==> src/rtl/led_mode_scheduler_pkg.sv <==
// Shared mode encodings, per-mode step limits and the LED pattern decode
// for the 4-LED indicator controller.
package led_mode_scheduler_pkg;

  typedef enum logic [1:0] {
    MODE_SWEEP = 2'd0,
    MODE_BIN   = 2'd1,
    MODE_ALT   = 2'd2,
    MODE_OFF   = 2'd3
  } mode_t;

  localparam logic [3:0] LAST_SWEEP = 4'd5;
  localparam logic [3:0] LAST_BIN   = 4'd15;
  localparam logic [3:0] LAST_ALT   = 4'd1;
  localparam logic [3:0] LAST_OFF   = 4'd0;
  localparam logic [3:0] LED_RESET  = 4'b0001;

  function automatic logic [3:0] last_step(input mode_t m);
    case (m)
      MODE_SWEEP: last_step = LAST_SWEEP;
      MODE_BIN:   last_step = LAST_BIN;
      MODE_ALT:   last_step = LAST_ALT;
      default:    last_step = LAST_OFF;
    endcase
  endfunction

  function automatic mode_t next_mode(input mode_t m);
    case (m)
      MODE_SWEEP: next_mode = MODE_BIN;
      MODE_BIN:   next_mode = MODE_ALT;
      MODE_ALT:   next_mode = MODE_OFF;
      default:    next_mode = MODE_SWEEP;
    endcase
  endfunction

  // Any mode/step pair outside a mode's sequence lights nothing.
  function automatic logic [3:0] led_decode(input mode_t m, input logic [3:0] step);
    led_decode = 4'b0000;
    case (m)
      MODE_SWEEP: begin
        case (step)
          4'd0:    led_decode = LED_RESET;
          4'd1:    led_decode = 4'b0010;
          4'd2:    led_decode = 4'b0100;
          4'd3:    led_decode = 4'b1000;
          4'd4:    led_decode = 4'b0100;
          4'd5:    led_decode = 4'b0010;
          default: led_decode = 4'b0000;
        endcase
      end
      MODE_BIN: led_decode = step;
      MODE_ALT: begin
        case (step)
          4'd0:    led_decode = 4'b0101;
          4'd1:    led_decode = 4'b1010;
          default: led_decode = 4'b0000;
        endcase
      end
      default: led_decode = 4'b0000;
    endcase
  endfunction

endpackage

==> src/rtl/btn_debounce.sv <==
// Raw button -> 2-FF sync -> stability counter -> debounced level plus a
// registered one-cycle press pulse on the debounced rising edge.
module btn_debounce #(
  parameter int DEB_W = 20
) (
  input  logic CLK,
  input  logic RST,
  input  logic BTN,
  output logic LEVEL,
  output logic PRESS
);

  logic             sync1;
  logic             sync2;
  logic             level_d;
  logic [DEB_W-1:0] cnt;

  always_ff @(posedge CLK or posedge RST) begin
    if (RST) begin
      sync1   <= 1'b0;
      sync2   <= 1'b0;
      cnt     <= '0;
      LEVEL   <= 1'b0;
      level_d <= 1'b0;
      PRESS   <= 1'b0;
    end else begin
      sync1 <= BTN;
      sync2 <= sync1;
      // Any bounce back to the current level restarts the stability window.
      if (sync2 == LEVEL) begin
        cnt <= '0;
      end else if (&cnt) begin
        LEVEL <= ~LEVEL;
        cnt   <= '0;
      end else begin
        cnt <= cnt + 1'b1;
      end
      level_d <= LEVEL;
      PRESS   <= LEVEL & ~level_d;
    end
  end

endmodule

==> src/rtl/led_mode_scheduler.sv <==
// 4-LED indicator controller: debounced mode/speed buttons, free-running
// prescaler, mode/step FSM and a combinational pattern decode.
module led_mode_scheduler
  import led_mode_scheduler_pkg::*;
#(
  parameter int DIV_W = 23,
  parameter int DEB_W = 20
) (
  input  logic       CLK,
  input  logic       RST,
  input  logic       BTN_MODE,
  input  logic       BTN_SPEED,
  output logic [3:0] LED,
  output logic [1:0] MODE,
  output logic [1:0] SPEED
);

  logic             mode_press;
  logic             speed_press;
  logic             mode_level;
  logic             speed_level;
  logic             unused_levels;
  logic [DIV_W-1:0] pre;
  logic [DIV_W-1:0] tick_mask;
  logic             tick;
  logic [1:0]       speed;
  logic [3:0]       step;
  mode_t            mode;

  btn_debounce #(.DEB_W(DEB_W)) u_deb_mode (
    .CLK   (CLK),
    .RST   (RST),
    .BTN   (BTN_MODE),
    .LEVEL (mode_level),
    .PRESS (mode_press)
  );

  btn_debounce #(.DEB_W(DEB_W)) u_deb_speed (
    .CLK   (CLK),
    .RST   (RST),
    .BTN   (BTN_SPEED),
    .LEVEL (speed_level),
    .PRESS (speed_press)
  );

  // Only the press pulses drive behaviour; the held levels are not needed here.
  assign unused_levels = &{1'b0, mode_level, speed_level};

  always_ff @(posedge CLK or posedge RST) begin
    if (RST) begin
      pre <= '0;
    end else begin
      pre <= pre + 1'b1;
    end
  end

  // Each speed step halves the period by dropping one more top bit from the tick test.
  assign tick_mask = {DIV_W{1'b1}} >> speed;
  assign tick      = &(pre | ~tick_mask);

  always_ff @(posedge CLK or posedge RST) begin
    if (RST) begin
      speed <= 2'd0;
    end else if (speed_press) begin
      speed <= speed + 2'd1;
    end
  end

  always_ff @(posedge CLK or posedge RST) begin
    if (RST) begin
      mode <= MODE_SWEEP;
      step <= 4'd0;
    end else if (mode_press) begin
      mode <= next_mode(mode);
      step <= 4'd0;
    end else if (tick && mode != MODE_OFF) begin
      step <= (step == last_step(mode)) ? 4'd0 : step + 4'd1;
    end
  end

  assign LED   = led_decode(mode, step);
  assign MODE  = mode;
  assign SPEED = speed;

endmodule
==> config.mk <==
export PLATFORM = sky130hd
export DESIGN_NAME = led_mode_scheduler
export DESIGN_NICKNAME = d
export VERILOG_FILES = /design/src/rtl/led_mode_scheduler_pkg.sv /design/src/rtl/btn_debounce.sv /design/src/rtl/led_mode_scheduler.sv
export SDC_FILE = /design/constraint.sdc
export NUM_CORES = 1
export LEC_CHECK = 0
export ABC_AREA = 1
export CAP_MARGIN = 20
export CORE_ASPECT_RATIO = 0.8
export CORE_MARGIN = 3
export CORE_UTILIZATION = 60
export CTS_CLUSTER_SIZE = 20
export DETAILED_ROUTE_END_ITERATION = 8
export GPL_TIMING_DRIVEN = 0
export PLACE_DENSITY = 0.75
export SYNTH_ARGS = -nofsm -noshare
export SYNTH_HDL_FRONTEND = slang
export SYNTH_SLANG_ARGS = --single-unit
==> constraint.sdc <==
create_clock -name CLK -period 7.93 [get_ports CLK]
set_input_delay 2.379 -clock CLK [delete_from_list [all_inputs] [get_ports CLK]]
set_output_delay 2.379 -clock CLK [all_outputs]
set_load 0.01 [all_outputs]
Yosys cells after proc, flatten, opt, wreduce, memory -nomap -nowiden
Index checks and enable logic that the tools add are counted.

Flip-flop bits (word level): 81. Latch bits: 0. Bits in writable memories: 0. ROM bits: 0. Output and inout bits: 8. Memories: 0.

Add/sub/neg operators: 5. Multiply operators: 0. Div/mod/pow operators: 0. $lt $le $gt $ge: 0. Equality and inequality tests: 11. Shifts and indexed selects: 1. Mux-type cells: 14. Bitwise operators: 10. Reductions and logical operators: 11.

Operator list (number): $mux W20 (4); $reduce_and A21 Y1 (2); $add A20 B1 Y20 const B (2); $reduce_and A20 Y1 (2); $pmux W4 S3 (2); $add A23 B1 Y23 const B (1); $not A23 Y23 (1); $or A23 B23 Y23 (1); $reduce_and A23 Y1 (1); $shr A23 B2 Y23 const A (1); $mux W4 (5); $pmux W4 S4 (1); $eq A4 B2 Y1 const B (2); $eq A4 B3 Y1 const B (2); $pmux W4 S2 (1); $not A1 Y1 (6); $pmux W2 S3 (1); $add A4 B1 Y4 const B (1); $eq A4 B1 Y1 const B (1); $eq A4 B4 Y1 (1); $logic_not A4 Y1 (1); $reduce_or A2 Y1 (2); $add A2 B1 Y2 const B (1); $and A1 B1 Y1 (2); other kinds (7) (8).

Depth between registers and ports, before layout
Depth in word-level cells: 11. Gate-level depth with buffers: 10.

Modules after synthesis
A second synthesis with hierarchy kept.

Cell total of the unflattened synthesis: 532. Area total of the unflattened synthesis: 4371.7 um^2.

By module, submodules not included: btn_debounce (instances 2, cells each 152, area an instance 1255.0 um^2); led_mode_scheduler (instances 1, cells each 228, area an instance 1861.8 um^2).

Worst setup path after synthesis
Ideal clock, no wire load.

Path type: register to output. Start: register mode[0] (netlist: MODE[0]). End: output LED[2]. Data arrival time: 1.303 ns. Path slack: 4.248 ns. Stages on the path, launching flop included: 6. Path buffers: 1. Cell sequence: dfrtp_1 -> inv_1 -> ha_1 -> clkbuf_1 -> nand4_1 -> a41oi_1.

Longest elaborated chain between the ends: 2.

Ends and longest elaborated chain: start, declared (line led_mode_scheduler.sv:28) `mode_t mode;`; start signal, assigned (line led_mode_scheduler.sv:74) `mode <= next_mode(mode);`; $eq A2 B2 Y1, or another cell as far along (line led_mode_scheduler_pkg.sv:39) `case (m)`; $pmux W4 S3 * (line led_mode_scheduler_pkg.sv:39); end, declared (line led_mode_scheduler.sv:13) `output logic [3:0] LED,`.

Mark *: on every way between the ends. The rest lies on a longest branch, timed or not.

Final worst setup path
Same ends and word-level chain as after synthesis.

==> flow_metrics.py <==
metrics = {
    "run_status": {
        "status": "finished, final reports clean",
    },
    "grt": {
        "grt_pass1_vias": 3028,
        "use_met1_pct": 28.0,
        "use_met2_pct": 31.9,
        "grt_max_degree": 45,
        "busiest_layer": "met2",
        "grt_pass1_wl_mm": 13.5,
        "met3_usage_pct": 4.95,
        "grt_use_total_pct": 20.5,
        "grt_overflow": 0,
        "antenna_found_initial": 0,
    },
    "timing": {
        "setup_viol": 0,
        "period_share_pct": 59.3,
        "rsz0062_at_grt": "no",
        "fin_setup_tns_ns": 0,
        "slew_headroom_pct": 63.0,
        "layout_setup_ws_ns": 3.23,
        "finalClockSkew_ns": 0.0159,
        "finalHoldViolCount": 0,
        "fmax_ghz": 0.213,
        "maxSlewViolCount": 0,
        "period_needed_ns": 4.70,
        "tightest_slew_ns": 0.552,
    },
    "routing": {
        "drc": 0,
        "routed_wl_mm": 7.61,
        "via_per_inst": 5.09,
        "first_iter_violations": 103,
        "vias": 3277,
        "dr.pass1.iters": 4,
        "ant_nets": 0,
        "wl_per_cell_um": 11.8,
    },
    "critical_path": {
        "cp.required_ns": 5.55,
        "slowest_delay_ns": 0.57,
        "path_cells": "inv_1 > ha_1 > clkbuf_1 > nand4_1 > a41oi_1 > clkdlybuf4s50_1",
        "crit_type": "flip-flop to output pin",
        "cp_max_fo": 8,
        "cp_slowest_cell": "clkdlybuf4s50_1",
        "r2r_slack_ns": 6.00,
        "critPathArrivalTime_ns": 2.32,
        "start_kind": "flip-flop",
        "cp_top_family": "buffers and inverters",
        "crit_buf_inv": 3,
        "cp-end-kind": "output pin",
    },
    "place": {
        "gp_routability_congestion": 0.821,
        "dp_cells": 628,
        "place_hpwl_mm": 5.56,
        "port_buffers": 11,
        "place_ws_ns": 3.64,
    },
    "finish": {
        "antennaDiodeCount": 0,
        "drive_above_1_share_pct": 11.7,
        "fillers": 561,
        "nNetsFinal": 572,
        "seqCellArea_um2": 2030,
        "final_cells": 644,
        "synthToLayoutAreaGrowth_pct": 10.4,
        "fin_util_pct": 69.1,
        "multi_input_area_um2": 2060,
    },
    "power": {
        "ir_worst_vdd_mv": 0.114,
        "p_per_area_nw_per_um2": 157,
        "totalPowerFinal_uw": 759,
        "leakage_nw": 2.27,
    },
    "synth": {
        "synth.cell_area_um2": 4380,
        "synth_edf_count": 0,
        "synth_cells": 529,
        "async_flop_share_pct": 100,
        "ys.flop_type": "dfrtp_1",
        "syn-num-nets": 549,
        "synth-seq-area-share_pct": 46.3,
        "syn_area_per_cell_um2": 8.27,
        "ys_seq_elements": 81,
        "ys.warnings.count": 0,
        "synth_cell_types": 32,
    },
    "clocking": {
        "clockBufferDepth": 2,
        "htree_levels": 3,
        "clkSlewWorstSetupHoldPaths_ns": 0.10,
        "cts_resized": 0,
        "cts_buffers": 9,
        "clk_latency_ns": 0.36,
        "post_cts_buffers": 0,
        "ctsRootBufferMaster": "clkbuf_8",
        "cts_tree": "done",
        "numClockSinks": 81,
        "cts_hold_buffers": 0,
    },
    "floorplan": {
        "num_rows": 27,
        "start_util_pct": 62.6,
        "dieArea_um2": 8360,
        "ios": 12,
        "die_x_um": 101,
        "die_h_um": 82.4,
        "coreArea_um2": 6990,
    },
    "min_path": {
        "hp-class": "flip-flop to flip-flop",
    },
    "flow_run": {
        "maxCapViolCount": 0,
    },
}
==> kinds of logic after synthesis <==
group,Yosys count,share of synthesized area (%)
buffers and inverters,73,6.63
flip-flops,81,46.3
AND/OR/NAND/NOR,295,30.9
XOR/XNOR,41,8.55
AO/OA/AOI/OAI,23,3.00
adder cells (fa/ha/maj),16,4.57
==> path summary, 6_finish.rpt <==
kind                                  startpoint                   to  cells after the start
worst max-delay path                     MODE[0]               LED[2]                      6
worst min-delay path            u_deb_mode.sync1     u_deb_mode.sync2                      0
worst max register to register           MODE[1]              step[0]                      8
worst min register to register  u_deb_mode.sync1     u_deb_mode.sync2                      0
max in group asynchronous                    RST     u_deb_mode.LEVEL                      3
min in group asynchronous                    RST  u_deb_speed.cnt[17]                      2
==> worst reg2reg max path: stages, from the launching register on <==
cell	delay, ns
dfrtp_1	0.44
inv_1	0.11
ha_1	0.26
ha_1	0.26
or2_2	0.29
a21oi_1	0.12
nand2_1	0.14
nand4_1	0.12
nand2_1	0.07
==> cell usage after synthesis (2+ instances only) <==
library cell | number | area [um2]
inv_1 | 67 | 251
xnor2_2 | 2 | 32.5
dfrtp_1 | 81 | 2030
nand3b_2 | 2 | 22.5
o21ai_1 | 2 | 10.0
xnor2_1 | 10 | 87.6
nand2_1 | 129 | 484
buf_6 | 2 | 22.5
ha_1 | 16 | 200
inv_2 | 2 | 7.51
a21oi_1 | 4 | 20.0
xor2_1 | 29 | 254
nor3_1 | 9 | 45.0
nor3b_1 | 2 | 15.0
o21ai_0 | 11 | 55.1
nand2_2 | 2 | 12.5
nand4_1 | 8 | 50.1
o21bai_1 | 3 | 22.5
nor3_4 | 2 | 32.5
nand3_1 | 39 | 195
nor2_2 | 26 | 163
nand3_2 | 4 | 40.0
nor2_1 | 68 | 255
==> layout make-up <==
| cell class | count | share of cell area (%) |
|---|---|---|
| multi-input cells | 375 | 42.6 |
| flip-flops and latches | 81 | 41.9 |
| inverters | 69 | 5.41 |
| clock buffers | 11 | 3.13 |
| repair buffers | 12 | 2.69 |
| well taps | 87 | 2.25 |
| clock inverters | 5 | 1.29 |
| plain buffers | 4 | 0.647 |
==> state kept, by name (all words and copies together) (netlist names) <==
| signal | flops |
|---|---|
| MODE | 2 |
| SPEED | 2 |
| u_deb_speed.cnt | 20 |
| u_deb_speed.sync2 | 1 |
| u_deb_speed.LEVEL | 1 |
| u_deb_mode.cnt | 20 |
| u_deb_mode.LEVEL | 1 |
| u_deb_speed.sync1 | 1 |
| step | 4 |
| u_deb_mode.sync2 | 1 |
| u_deb_mode.sync1 | 1 |
| u_deb_mode.PRESS | 1 |
| u_deb_speed.PRESS | 1 |
| pre | 23 |
| u_deb_speed.level_d | 1 |
| u_deb_mode.level_d | 1 |
==> placed cells by master, fill, tap and decap left out, drive strengths merged, types with 2 or more instances in the layout <==
cell type / netlist / layout
nand4: 8 / 8
a21oi: 4 / 4
o21ai: 13 / 13
inv: 69 / 70
nor2: 95 / 95
clkbuf: 1 / 12
xnor2: 12 / 12
dfrtp: 81 / 81
nor3b: 2 / 2
clkinvlp: 0 / 2
ha: 16 / 16
o21bai: 3 / 3
xor2: 29 / 29
buf: 3 / 4
nand3: 43 / 43
nand3b: 2 / 2
nor3: 12 / 12
nand2: 132 / 132
clkdlybuf4s50: 0 / 11
==> metrics by stage <==
step                cell area, um2  hold slack (ns)
floorplan                     4380            0.331
global placement              4600            0.332
detailed placement            4620            0.335
CTS                           4830            0.357
global route                  4830            0.368
finish                        4830            0.357
==> per-layer routing <==
metal  wire, um  vias to the layer above
li1           -                     1694
met1       3820                     1530
met2       3460                       42
met3        224                       11
met4        110                        0
met5          0                        -
==> power breakdown <==
part           switching, mW  leakage (nW)  internal (mW)
logic                 0.0154          1.06        0.00686
clock network          0.154         0.102          0.164
registers            0.00241          1.10          0.416
Note: power is estimated with default switching activity, not from simulation.
